**src/rtl/parity_pkg.sv**
```systemverilog
// Shared definitions for the even-parity link: receiver state encoding,
// default frame geometry and the parity helper used by both link ends.
package parity_pkg;

  // Default frame geometry: data bits per frame and clk cycles per bit
  localparam int unsigned PAR_DATA_W = 4;
  localparam int unsigned PAR_OS     = 8;

  // Receiver deframing states, in frame order
  typedef enum logic [2:0] {
    IDLE,
    START,
    DATA,
    PARITY,
    STOP
  } rx_state_t;

  // Even parity bit for a data word: 1 when the word holds an odd number of ones,
  // so that word plus parity bit always carries an even count of ones.
  function automatic logic even_parity(input logic [PAR_DATA_W-1:0] d);
    return ^d;
  endfunction

endpackage

```
**src/rtl/even_parity_rx_sync_2ff.sv**
```systemverilog
// Two-flop synchronizer for signals arriving asynchronously to clk.
// The reset value is a parameter so an idle-high line stays idle through reset.
module sync_2ff #(
  parameter int unsigned         WIDTH   = 1,
  parameter logic [WIDTH-1:0]    RST_VAL = '1
) (
  input  logic             clk,
  input  logic             rst_n,
  input  logic [WIDTH-1:0] d_i,
  output logic [WIDTH-1:0] q_o
);

  logic [WIDTH-1:0] meta_q;
  logic [WIDTH-1:0] sync_q;

  // Two back-to-back flops; only sync_q is safe to use in clk logic
  always_ff @(posedge clk or negedge rst_n) begin
    if (!rst_n) begin
      meta_q <= RST_VAL;
      sync_q <= RST_VAL;
    end else begin
      meta_q <= d_i;
      sync_q <= meta_q;
    end
  end

  assign q_o = sync_q;

endmodule

```
**src/rtl/even_parity_rx.sv**
```systemverilog
// Even-parity serial receiver. Oversamples rxd by OS, deframes
// start / DATA_W data bits (LSB first) / parity / stop, and hands each word
// with its parity and framing flags to a one-entry valid/ready buffer.
module even_parity_rx
  import parity_pkg::*;
#(
  parameter int unsigned DATA_W = PAR_DATA_W,
  parameter int unsigned OS     = PAR_OS
) (
  input  logic              clk,
  input  logic              rst_n,
  input  logic              rxd,
  output logic [DATA_W-1:0] rx_data,
  output logic              rx_valid,
  input  logic              rx_ready,
  output logic              parity_err,
  output logic              frame_err,
  output logic              overrun,
  output logic              busy
);

  // Counter geometry. cnt counts cycles inside a bit; the START wait is half a
  // bit so every later sample lands OS/2 cycles into its bit.
  localparam int unsigned CNT_W = (OS > 1) ? $clog2(OS) : 1;
  localparam int unsigned BIT_W = (DATA_W > 1) ? $clog2(DATA_W) : 1;
  localparam logic [CNT_W-1:0] CNT_LAST = CNT_W'(OS - 1);
  localparam logic [CNT_W-1:0] CNT_HALF = CNT_W'(OS / 2 - 1);
  localparam logic [BIT_W-1:0] BIT_LAST = BIT_W'(DATA_W - 1);

  // Synchronized line and its previous value for falling-edge detection
  logic rxd_s;
  logic prev_q;

  // Deframer state
  rx_state_t         state_q;
  logic [CNT_W-1:0]  cnt_q;
  logic [BIT_W-1:0]  bit_q;
  logic [DATA_W-1:0] shift_q;
  logic              perr_q;

  // Output buffer
  logic [DATA_W-1:0] rx_data_q;
  logic              rx_valid_q;
  logic              parity_err_q;
  logic              frame_err_q;
  logic              overrun_q;

  // Parity over the shifted-in data; uses the shared helper when widths agree
  logic data_par;

  sync_2ff #(
    .WIDTH   (1),
    .RST_VAL (1'b1)
  ) u_rxd_sync (
    .clk   (clk),
    .rst_n (rst_n),
    .d_i   (rxd),
    .q_o   (rxd_s)
  );

  generate
    if (DATA_W == PAR_DATA_W) begin : g_pkg_par
      assign data_par = even_parity(shift_q);
    end else begin : g_red_par
      assign data_par = ^shift_q;
    end
  endgenerate

  // Deframing FSM plus the one-entry output buffer, all registered
  always_ff @(posedge clk or negedge rst_n) begin
    if (!rst_n) begin
      prev_q       <= 1'b1;
      state_q      <= IDLE;
      cnt_q        <= '0;
      bit_q        <= '0;
      shift_q      <= '0;
      perr_q       <= 1'b0;
      rx_data_q    <= '0;
      rx_valid_q   <= 1'b0;
      parity_err_q <= 1'b0;
      frame_err_q  <= 1'b0;
      overrun_q    <= 1'b0;
    end else begin
      prev_q    <= rxd_s;
      overrun_q <= 1'b0;

      // Consumer handshake empties the buffer unless a load below refills it
      if (rx_valid_q && rx_ready) begin
        rx_valid_q <= 1'b0;
      end

      case (state_q)
        IDLE: begin
          // Only a genuine high-to-low transition starts a frame, so a line
          // stuck low after a break never retriggers.
          if (prev_q && !rxd_s) begin
            state_q <= START;
            cnt_q   <= '0;
          end
        end

        START: begin
          if (cnt_q == CNT_HALF) begin
            cnt_q <= '0;
            bit_q <= '0;
            // A line already back high mid-start-bit is a glitch: drop silently
            state_q <= rxd_s ? IDLE : DATA;
          end else begin
            cnt_q <= cnt_q + 1'b1;
          end
        end

        DATA: begin
          if (cnt_q == CNT_LAST) begin
            cnt_q   <= '0;
            shift_q <= {rxd_s, shift_q[DATA_W-1:1]};
            if (bit_q == BIT_LAST) begin
              state_q <= PARITY;
            end else begin
              bit_q <= bit_q + 1'b1;
            end
          end else begin
            cnt_q <= cnt_q + 1'b1;
          end
        end

        PARITY: begin
          if (cnt_q == CNT_LAST) begin
            cnt_q   <= '0;
            perr_q  <= data_par ^ rxd_s;
            state_q <= STOP;
          end else begin
            cnt_q <= cnt_q + 1'b1;
          end
        end

        STOP: begin
          if (cnt_q == CNT_LAST) begin
            cnt_q   <= '0;
            state_q <= IDLE;
            // Errored words are still delivered; only a full, unconsumed
            // buffer drops the frame.
            if (!rx_valid_q || rx_ready) begin
              rx_data_q    <= shift_q;
              parity_err_q <= perr_q;
              frame_err_q  <= ~rxd_s;
              rx_valid_q   <= 1'b1;
            end else begin
              overrun_q <= 1'b1;
            end
          end else begin
            cnt_q <= cnt_q + 1'b1;
          end
        end

        default: begin
          state_q <= IDLE;
          cnt_q   <= '0;
        end
      endcase
    end
  end

  assign rx_data    = rx_data_q;
  assign rx_valid   = rx_valid_q;
  assign parity_err = parity_err_q;
  assign frame_err  = frame_err_q;
  assign overrun    = overrun_q;
  assign busy       = (state_q != IDLE);

endmodule

```
**config.mk**
```make
export PLATFORM = sky130hd
export DESIGN_NAME = even_parity_rx
export DESIGN_NICKNAME = d
export VERILOG_FILES = /design/src/rtl/parity_pkg.sv /design/src/rtl/even_parity_rx_sync_2ff.sv /design/src/rtl/even_parity_rx.sv
export SDC_FILE = /design/constraint.sdc
export NUM_CORES = 1
export LEC_CHECK = 0
export ABC_AREA = 1
export BUFFER_PORTS_ARGS = -buffer_cell sky130_fd_sc_hd__buf_2
export CAP_MARGIN = 5
export CORE_MARGIN = 2
export CORE_UTILIZATION = 56
export CTS_CLUSTER_SIZE = 25
export DETAILED_ROUTE_END_ITERATION = 12
export PLACE_DENSITY = 0.87
export RECOVER_POWER = 25
export SETUP_SLACK_MARGIN = 0.1
export SLEW_MARGIN = 20
export SYNTH_ARGS = -nofsm -noshare
export SYNTH_HDL_FRONTEND = slang
export SYNTH_SLANG_ARGS = --single-unit
```
**constraint.sdc**
```tcl
create_clock -name clk -period 1.9 [get_ports clk]
set_clock_uncertainty 0.1 [all_clocks]
set_input_delay 0.38 -clock clk [delete_from_list [all_inputs] [get_ports clk]]
set_output_delay 0.38 -clock clk [all_outputs]
set_load 0.02 [all_outputs]
```
==> flow_summary.ini, run 1 <==
[outcome]
run_status = finished clean

[setup_path]
cp.buffers_inverters = 1
setup.worst_path.end_class = output port
crit_family = flip-flops
critPathKind = reg2out
max_stage_delay_ns = 0.50
cp_slowest_cell = sky130_fd_sc_hd__dfrtp_2
crit_required_ns = 1.42
worst-endpoint-arrival_ns = 1.26
timing.critical_path.from_type = flip-flop
crit_fanout = 8
crit_chain = nor2_4 -> nand2_1 -> buf_2

[power]
p_switching_w = 0.000577
ir_worst_vdd_mv = 0.816
p_int_w = 0.000999
power.share.clock_pct = 23.4
combinationalPowerShare_pct = 33.3
power_switching_share_pct = 36.6
power.share.sequential_pct = 43.3
power.leakage_nw = 0.696
power_density_mw_per_mm2 = 1180
totalPowerFinal_w = 0.00158

[placed_design]
place_congestion = 0.807
hpwlAfterDp_um = 1500
portBuffers = 12

[cts]
htreeDepth = 1
clk_pin_slew_worst_paths_ns = 0.13
numCtsBuffers = 3
cts_max_path_buffers = 2
cts_tree = done
cts.root.buffer_cell = sky130_fd_sc_hd__clkbuf_4
worst_skew_pair.late_latency_ns = 0.32
clock_sink_count = 24

[synthesis]
synth_top_cell_by_area = sky130_fd_sc_hd__dfrtp_1
synth_seq_area_share_pct = 50.6
count_of_different_cell_masters_after_synthesis = 21
synth_top_area_share_pct = 44.0
post_synth_instance_area_mm2 = 0.00119
synth-seq-cells = 24
postSynthNetCount = 151
yosys_warning_count = 0
synth_area_per_cell_um2 = 8.41
synthCells = 142
yosys-top-cells-area = sky130_fd_sc_hd__dfrtp_1 (44%), sky130_fd_sc_hd__nand2_1 (14%), sky130_fd_sc_hd__nand3_1 (7.1%)

[route]
vias = 927
routed_via_density = 5.04
drt_drc_violations_left = 0
drt_wl_total_um = 1960
wire_length_the_detailed_router_placed_on_met1_um = 928
detail_route.first_pass.iterations = 4
top_layer = met4
wl_met3_um = 81
wire_per_inst_um = 10.7
dr_wl_met2_um = 907
drt_first_iter_violations = 21
final_antenna_net_count = 0

[run]
drv_cap = 0

[global_routing]
groute.usage.overall_pct = 18.1
grt_start_max_net_pins = 25
grt_antenna_before_repair = 0
first_global_vias = 823
first_pass_grt_wire_length_um = 3460
gr-total-overflow = 0

[finish]
area.sequential_um2 = 607
final.fill_count = 159
layout.nets = 167
fraction_of_final_layout_cells_with_drive_strength_greater_than_1_pct = 20.4
layout-area-overhead-vs-synth_pct = 12.1
multi_input_comb_area_um2 = 490
final_util_pct = 67.6
insertedDiodeCount = 0

[timing]
rsz0062_at_grt = false
worst_slew_pin_slew_ns = 0.560
finalCritPeriodShare_pct = 91.5
timing.max_slew.rel_slack_pct = 62.7
period_needed_ns = 1.74
finish_stage_setup_viols = 0
finalHoldViolations = 0
timing.setup.tns_ns = 0
timing.fmax_ghz = 0.576
maxSlewViolCount = 0

[floorplan]
design.die.area_mm2 = 0.00252
floorplan.rows = 16
fp.dieH_um = 50.2
core_area_mm2 = 0.00198
ios = 13
floorplan.initialDensity_pct = 60.3
die_width_um = 50.2

[hold_path]
min-delay-path-class = in2reg
## cell usage in the layout, fill, tap and decap left out, drive strengths merged
master	count
ha	5
o21ai	14
xnor2	1
buf	11
nand4	1
nor2	7
bufinv	1
clkbuf	4
or2	1
dfstp	3
inv	23
o211ai	1
dfrtp	21
dlygate4sd3	1
nand2	45
nand3	18
## kinds of logic (layout without fill, tap and decap cells)
kind of cell	count (synthesis)	in the layout	share of synthesized area [%]
adder cells (fa/ha/maj)	5	5	5.24
buffers and inverters	25	40	8.80
XOR/XNOR	1	1	0.733
flip-flops	24	24	50.6
AO/OA/AOI/OAI	15	15	7.43
AND/OR/NAND/NOR	72	72	27.2
## registers in the layout (all words and copies together), names as in the netlist, 2 cells and up
name,cells
cnt_q,3
state_q,3
rx_data,4
shift_q,4
bit_q,2
## through the flow
stage | hold WS, ns | setup slack (ns) | instance area, um^2 | cells
4_1_cts | 0.0352 | 0.130 | 1330 | 184
3_3_place_gp | 0.248 | 0.351 | 1270 | 179
3_5_place_dp | 0.251 | 0.270 | 1270 | 179
5_1_grt | 0.0139 | 0.117 | 1340 | 184
6_report | 0.0455 | 0.162 | 1340 | 184
2_1_floorplan | -0.0156 | 0.410 | 1190 | 142
## area by class of cell
type                    instances  share of cell area (%)
flip-flops and latches         24                    45.3
repair buffers                 13                    5.23
well taps                      27                    2.52
inverters                      23                    6.44
clock inverters                 1                    2.24
multi-input cells              93                    36.6
clock buffers                   3                    1.68
## power by group through the flow
stage	Sequential, W	Clock [W]	Combinational [W]
2_1_floorplan	0.000648	0	0.000440
3_3_place_gp	0.000679	0	0.000491
3_5_place_dp	0.000683	0	0.000521
4_1_cts	0.000674	0.000377	0.000523
5_1_grt	0.000697	0.000395	0.000593
6_report	0.000682	0.000369	0.000525
## worst paths after layout
path                                   startpoint                 to  slack, ns  cells past startpoint
worst max-delay path                   state_q[0]               busy       0.16                      3
worst min-delay path                          rxd  u_rxd_sync.meta_q       0.05                      1
worst max register to register           cnt_q[0]         state_q[1]       0.29                      9
worst min register to register  u_rxd_sync.meta_q     u_rxd_sync.q_o       0.27                      0
max in group asynchronous                   rst_n         state_q[1]       0.84                      2
min in group asynchronous                   rst_n           cnt_q[1]       0.46                      2
## worst register-to-register path: stages (launching register included)
cell	delay, ns
sky130_fd_sc_hd__dfrtp_1	0.39
sky130_fd_sc_hd__ha_2	0.21
sky130_fd_sc_hd__ha_2	0.21
sky130_fd_sc_hd__inv_1	0.10
sky130_fd_sc_hd__nand3_1	0.13
sky130_fd_sc_hd__nand2_2	0.08
sky130_fd_sc_hd__nor2_4	0.13
sky130_fd_sc_hd__nand2_2	0.06
sky130_fd_sc_hd__nand2_1	0.06
sky130_fd_sc_hd__nand2_1	0.06
## synth_stat cells
cell type,instances
sky130_fd_sc_hd__dfstp_2,3
sky130_fd_sc_hd__inv_2,1
sky130_fd_sc_hd__nor2_4,2
sky130_fd_sc_hd__o21ai_0,6
sky130_fd_sc_hd__nand3_2,1
sky130_fd_sc_hd__o21ai_2,3
sky130_fd_sc_hd__nand2_1,43
sky130_fd_sc_hd__nor2_1,4
sky130_fd_sc_hd__buf_4,1
sky130_fd_sc_hd__or2_0,1
sky130_fd_sc_hd__nor2_2,1
sky130_fd_sc_hd__buf_6,1
sky130_fd_sc_hd__nand3_1,17
sky130_fd_sc_hd__o21ai_1,5
sky130_fd_sc_hd__dfrtp_1,21
sky130_fd_sc_hd__inv_1,22
sky130_fd_sc_hd__nand4_1,1
sky130_fd_sc_hd__xnor2_1,1
sky130_fd_sc_hd__o211ai_1,1
sky130_fd_sc_hd__ha_1,5
sky130_fd_sc_hd__nand2_2,2
## metal layers
| metal | vias to the layer above | global-route usage, % |
|---|---|---|
| li1 | 478 | - |
| met3 | 5 | 2.68 |
| met2 | 30 | 29.4 |
| met5 | - | 0 |
| met1 | 414 | 24.6 |
| met4 | 0 | 6.94 |
## repair_timing
item,in CTS,in global routing
hold buffers,1,0
gates resized for setup,0,4
hold endpoints to repair,21,0
setup endpoints to repair,0,5
setup buffers,0,0
Power figures use the tool's default switching activity.
==> run 2, diff against run 1 <==
--- a/config.mk
+++ b/config.mk
@@ -11,6 +11,6 @@
 export CORE_MARGIN = 2
-export CORE_UTILIZATION = 56
+export CORE_UTILIZATION = 57
 export CTS_CLUSTER_SIZE = 25
 export DETAILED_ROUTE_END_ITERATION = 12
-export PLACE_DENSITY = 0.87
+export PLACE_DENSITY = 0.88
 export RECOVER_POWER = 25
@@ -20,2 +20,3 @@
 export SYNTH_HDL_FRONTEND = slang
+export SYNTH_HIERARCHICAL = 1
 export SYNTH_SLANG_ARGS = --single-unit
--- a/constraint.sdc
+++ b/constraint.sdc
@@ -4,2 +4,2 @@
 set_output_delay 0.38 -clock clk [all_outputs]
-set_load 0.02 [all_outputs]
+set_load 0.01 [all_outputs]
==> run 2 against run 1 <==
Effect of this change:
- sequential power about the same
- synthesized cell count decreased by 0.70%
- fmax increased by 4.5%
- critical path type unchanged
- highest routed layer unchanged
==> flow_summary.ini, run 2 <==
[route]
routed_via_density = 5.04
drt_first_iter_violations = 18
final_antenna_net_count = 0
drt_wl_total_um = 2110
drt_drc_violations_left = 0
wire_per_inst_um = 11.3
detail_route.first_pass.iterations = 4
vias = 937

[hold_path]
min-delay-path-class = in2reg
holdPathStages = 1

[power]
power.leakage_nw = 0.704
ir_worst_vdd_mv = 0.628
totalPowerFinal_w = 0.00151
power_density_mw_per_mm2 = 1090

[timing]
timing.fmax_ghz = 0.601
finalCritPeriodShare_pct = 87.5
worst_slew_pin_slew_ns = 0.568
finalHoldViolations = 0
maxSlewViolCount = 0
timing.max_slew.rel_slack_pct = 62.1
finish_stage_setup_viols = 0
setup_ws_ns = 0.237
timing.setup.tns_ns = 0
rsz0062_at_grt = false
period_needed_ns = 1.66

[cts]
cts_max_path_buffers = 2
cts_tree = done
worst_skew_pair.late_latency_ns = 0.31
htreeDepth = 1
numCtsBuffers = 3
cts.root.buffer_cell = sky130_fd_sc_hd__clkbuf_4
clock_sink_count = 24
clk_pin_slew_worst_paths_ns = 0.12

[synthesis]
synth_seq_area_share_pct = 48.0
synth_area_per_cell_um2 = 8.93
yosys-top-cells-area = sky130_fd_sc_hd__dfrtp_1 (42%), sky130_fd_sc_hd__nand2_1 (10%), sky130_fd_sc_hd__dfstp_2 (6.3%)
count_of_different_cell_masters_after_synthesis = 22
synthFlopType = sky130_fd_sc_hd__dfrtp_1
postSynthNetCount = 150
synth_edf_count = 0
yosys_warning_count = 6
synth_top_area_share_pct = 41.7
synthCells = 141
synth-seq-cells = 24
postSynth.asyncResetShare_pct = 100
synth.most_common_cell = sky130_fd_sc_hd__nand2_1
synth.top_cells.by_count = sky130_fd_sc_hd__nand2_1 (35), sky130_fd_sc_hd__dfrtp_1 (21), sky130_fd_sc_hd__inv_1 (20)
synth_top_cell_by_area = sky130_fd_sc_hd__dfrtp_1
post_synth_instance_area_mm2 = 0.00126

[floorplan]
floorplan.initialDensity_pct = 58.6
ios = 13
design.die.area_mm2 = 0.00260
floorplan.rows = 17
fp.dieH_um = 51.0
die_width_um = 51.0
core_area_mm2 = 0.00215

[setup_path]
worst-endpoint-arrival_ns = 1.18
setup.worst_path.end_class = output port
timing.critical_path.from_type = flip-flop
critPathKind = reg2out
count_of_cells_along_the_worst_register_to_register_path = 9
crit_fanout = 10
crit_required_ns = 1.42

[global_routing]
grt_start_max_net_pins = 25
gr-total-overflow = 0
first_pass_grt_wire_length_um = 3660
groute.usage.overall_pct = 18.7
first_global_vias = 852
grt_antenna_before_repair = 0

[outcome]
run_status = finished clean

[finish]
leading_cell_type_in_the_layout_fill_and_taps_excluded = sky130_fd_sc_hd__nand2_1
fraction_of_final_layout_cells_with_drive_strength_greater_than_1_pct = 29.7
layout.nets = 168
final.fill_count = 198
insertedDiodeCount = 0
layout.cells.most_common_list = sky130_fd_sc_hd__nand2_1 (35), sky130_fd_sc_hd__inv_1 (20), sky130_fd_sc_hd__dfrtp_1 (20)
finish.instance_area_mm2 = 0.00138
layout-area-overhead-vs-synth_pct = 9.84

[placed_design]
portBuffers = 12
placement.setup.worst_slack_ns = 0.226
hpwlAfterDp_um = 1580
detailed_place.area_mm2 = 0.00133
place_congestion = 0.880

[run]
drv_cap = 0
==> run 2: per-layer routing <==
layer | share of wire (%) | up-vias | track usage, %
met2 | 49 | 15 | 30.7
met5 | 0 | - | 0
met4 | 1.3 | 0 | 6.76
met3 | 2.6 | 4 | 3.51
met1 | 47 | 442 | 24.8
li1 | - | 476 | -
==> run 2: cell families (layout without fill, tap and decap cells) <==
group / count (synthesis) / after routing / synth area share [%]
and+or+nand+nor: 71 / 71 / 29.4
xor gates and xnor gates: 1 / 1 / 0.696
DFF: 24 / 24 / 48.0
buffers and inverters: 25 / 42 / 8.95
AOI/OAI and AO/OA: 15 / 15 / 7.95
adders and majority gates: 5 / 5 / 4.97
==> run 2: what timing repair did <==
action	4_1_cts	5_1_grt
hold endpoints to repair	21	0
hold buffers	1	0
buffers inserted	0	2
endpoints found under the setup margin	0	3
gates resized for setup	0	2
==> run 2: final cells by class <==
cell class | instances | area, um^2 | share of cell area [%]
flip-flops and latches | 24 | 606 | 43.8
multi-input cells | 92 | 544 | 39.4
inverters | 23 | 86.3 | 6.24
repair buffers | 15 | 85.1 | 6.15
well taps | 28 | 35.0 | 2.53
clock buffers | 4 | 26.3 | 1.90
==> run 2: worst max-delay path: stages (launching register included) <==
cell and delay, ns:
sky130_fd_sc_hd__dfrtp_2 0.51, sky130_fd_sc_hd__inv_1 0.16, sky130_fd_sc_hd__nand2_1 0.07, sky130_fd_sc_hd__buf_2 0.13
==> run 2: per-stage QoR <==
step                hold WS, ns  utilization, %  cells
floorplan               -0.0156               -    141
global placement          0.247            61.8    179
detailed placement        0.253            61.8    179
CTS                      0.0589            63.5    184
global route             0.0397            64.4    186
finish                   0.0629            64.4    186
==> run 2: path summary, 6_finish.rpt <==
check,from,end,slack [ns]
worst max-delay path,state_q[1],busy,0.24
min in group asynchronous,rst_n,overrun,0.47
worst min register to register,u_rxd_sync/meta_q,u_rxd_sync/q_o,0.27
worst max register to register,cnt_q[0],state_q[0],0.25
max in group asynchronous,rst_n,state_q[1],0.81
worst min-delay path,rxd,u_rxd_sync/meta_q,0.06
==> run 2: where the power goes <==
| part | leakage [nW] | internal [W] | switching [W] |
|---|---|---|---|
| logic | 0.373 | 0.000235 | 0.000360 |
| registers | 0.316 | 0.000589 | 0.0000933 |
| clock network | 0.0150 | 0.0000819 | 0.000146 |
| total | 0.704 | 0.000906 | 0.000600 |
==> run 3, diff against run 2 <==
ABC_AREA = 0   (was 1)
CORE_UTILIZATION = 56   (was 57)
GPL_ROUTABILITY_DRIVEN = 0   (was not set)
GPL_TIMING_DRIVEN = 0   (was not set)
PLACE_DENSITY = 0.87   (was 0.88)
==> run 3 against run 2 <==
Effect of this change:
- synthesized cell count fell by 33%
- non-clock buffer count rose by 14
- cell area rose by 6.2%
- sequential power fell by 1%
- clock-buffer cell count did not move
- critical path type unchanged
- clock power rose by 16%
- routed wire length rose by 3.8%
- fmax fell by 11%
==> flow_summary.ini, run 3 <==
[outcome]
run_status = finished clean

[hold_path]
min-delay-path-class = in2reg

[synthesis]
yosys-top-cells-area = sky130_fd_sc_hd__dfrtp_1 (44%), sky130_fd_sc_hd__mux2_2 (8.4%), sky130_fd_sc_hd__dfstp_2 (6.6%)
yosys_warning_count = 6
synthCells = 94
postSynth.asyncResetShare_pct = 100
synth_edf_count = 0
synth_seq_area_share_pct = 50.4
synth_top_cell_by_area = sky130_fd_sc_hd__dfrtp_1
count_of_different_cell_masters_after_synthesis = 34
synthFlopType = sky130_fd_sc_hd__dfrtp_1
synth-seq-cells = 24
synth_top_area_share_pct = 43.8
synth.most_common_cell = sky130_fd_sc_hd__dfrtp_1
post_synth_instance_area_mm2 = 0.00120
synth_area_per_cell_um2 = 12.8
postSynthNetCount = 103
synth.top_cells.by_count = sky130_fd_sc_hd__dfrtp_1 (21), sky130_fd_sc_hd__mux2_2 (9), sky130_fd_sc_hd__nand2_1 (6)

[timing]
finalCritPeriodShare_pct = 97.8
rsz0062_at_grt = true
period_needed_ns = 1.86
worst_slew_pin_slew_ns = 0.574
timing.max_slew.rel_slack_pct = 61.8
setup_ws_ns = 0.0409
finish_stage_setup_viols = 0
finalHoldViolations = 0
timing.fmax_ghz = 0.538
maxSlewViolCount = 0
timing.setup.tns_ns = 0

[floorplan]
floorplan.initialDensity_pct = 60.5
ios = 13
fp.dieH_um = 50.3
design.die.area_mm2 = 0.00253
die_width_um = 50.3
core_area_mm2 = 0.00198
floorplan.rows = 16

[setup_path]
reg2reg_slack_ns = 0.15
setup.worst_path.end_class = output port
worst-endpoint-arrival_ns = 1.38
crit_required_ns = 1.42
crit_fanout = 4
critPathKind = reg2out
timing.critical_path.from_type = flip-flop

[global_routing]
grt_start_max_net_pins = 25
groute.usage.overall_pct = 18.5
first_pass_grt_wire_length_um = 3500
grt_antenna_before_repair = 0
first_global_vias = 797
gr-total-overflow = 0

[cts]
cts_tree = done
htreeDepth = 1
clk_pin_slew_worst_paths_ns = 0.13
worst_skew_pair.late_latency_ns = 0.31
cts.root.buffer_cell = sky130_fd_sc_hd__clkbuf_4
clock_sink_count = 24
cts_max_path_buffers = 2
numCtsBuffers = 3

[finish]
layout.cells.most_common_list = sky130_fd_sc_hd__dfrtp_1 (20), sky130_fd_sc_hd__buf_2 (11), sky130_fd_sc_hd__buf_4 (10)
insertedDiodeCount = 0
leading_cell_type_in_the_layout_fill_and_taps_excluded = sky130_fd_sc_hd__dfrtp_1
layout.nets = 132
layout-area-overhead-vs-synth_pct = 22.3
fraction_of_final_layout_cells_with_drive_strength_greater_than_1_pct = 44.3

[route]
vias = 803
drt_drc_violations_left = 0
drt_wl_total_um = 2190
drt_first_iter_violations = 8
wire_length_the_detailed_router_placed_on_met1_um = 1030
wire_per_inst_um = 14.7
dr_wl_met2_um = 1080
top_layer = met4
routed_via_density = 5.39
final_antenna_net_count = 0
detail_route.first_pass.iterations = 5
wl_met3_um = 67

[power]
ir_worst_vdd_mv = 0.906
power.leakage_nw = 0.708
power.share.clock_pct = 15.1
power_switching_share_pct = 32.9
combinationalPowerShare_pct = 46.2
p_int_w = 0.00117
p_switching_w = 0.000573
power_density_mw_per_mm2 = 1190
power.share.sequential_pct = 38.7

[placed_design]
hpwlAfterDp_um = 1420
portBuffers = 12
placement.setup.worst_slack_ns = 0.0438

[run]
drv_cap = 0
[run 3: per-stage QoR]
stage	cell area, um^2	util, %	hold slack (ns)	power [W]	cells
finish	1470	74.1	0.0559	0.00174	149
floorplan	1200	-	-0.0156	0.00115	94
global route	1470	74.1	0.0214	0.00185	149
global placement	1290	65.3	0.248	0.00124	133
detailed placement	1290	65.3	0.248	0.00127	133
CTS	1420	71.6	0.0447	0.00165	145
[run 3: kinds of logic after synthesis]
logic type	after synthesis	synth area share, %
mux	12	12.3
compound gates	13	8.03
buf+inv	10	5.21
simple gates	27	15.5
xor+xnor	3	3.34
fa+ha+maj	5	5.21
flops	24	50.4
[run 3: final cells by class]
type | instances | area (um^2)
fill | 132 | 514
timing repair buffer | 24 | 156
multi-input combinational | 60 | 561
tap | 27 | 33.8
buffer | 5 | 56.3
sequential | 24 | 606
clock buffer | 4 | 36.3
inverter | 5 | 18.8
[run 3: metal layers]
layer,track usage [%],up-vias
li1,-,385
met1,24.2,401
met2,31.1,15
met3,2.98,2
met4,6.76,0
met5,0,-
[run 3: worst paths after layout]
path                                          end         startpoint  cells past startpoint
worst max-delay path                         busy         state_q[2]                      3
worst min-delay path            u_rxd_sync/meta_q                rxd                      1
worst max register to register           cnt_q[0]           cnt_q[1]                      6
worst min register to register     u_rxd_sync/q_o  u_rxd_sync/meta_q                      0
max in group asynchronous              state_q[1]              rst_n                      2
min in group asynchronous              rx_data[2]              rst_n                      2
[run 3: worst max-delay path, cell delays in order, from the launching register on]
cell                      delay (ns)
sky130_fd_sc_hd__dfrtp_1        0.42
sky130_fd_sc_hd__or3_4          0.40
sky130_fd_sc_hd__buf_6          0.13
sky130_fd_sc_hd__buf_2          0.13
[run 3: power by group through the flow]
stage,Sequential (W),Combinational (W),Clock [W]
6_report,0.000675,0.000806,0.000264
5_1_grt,0.000688,0.000871,0.000294
4_1_cts,0.000667,0.000712,0.000274
3_5_place_dp,0.000697,0.000577,0
3_3_place_gp,0.000689,0.000551,0
2_1_floorplan,0.000677,0.000471,0
[run 3: repair_timing]
action,CTS,global route
pin swaps,2,1
endpoints found under the setup margin,5,11
gates cloned,0,0
hold buffers,1,0
endpoints found under the hold margin,21,0
resized for setup,9,3
setup buffers,7,4
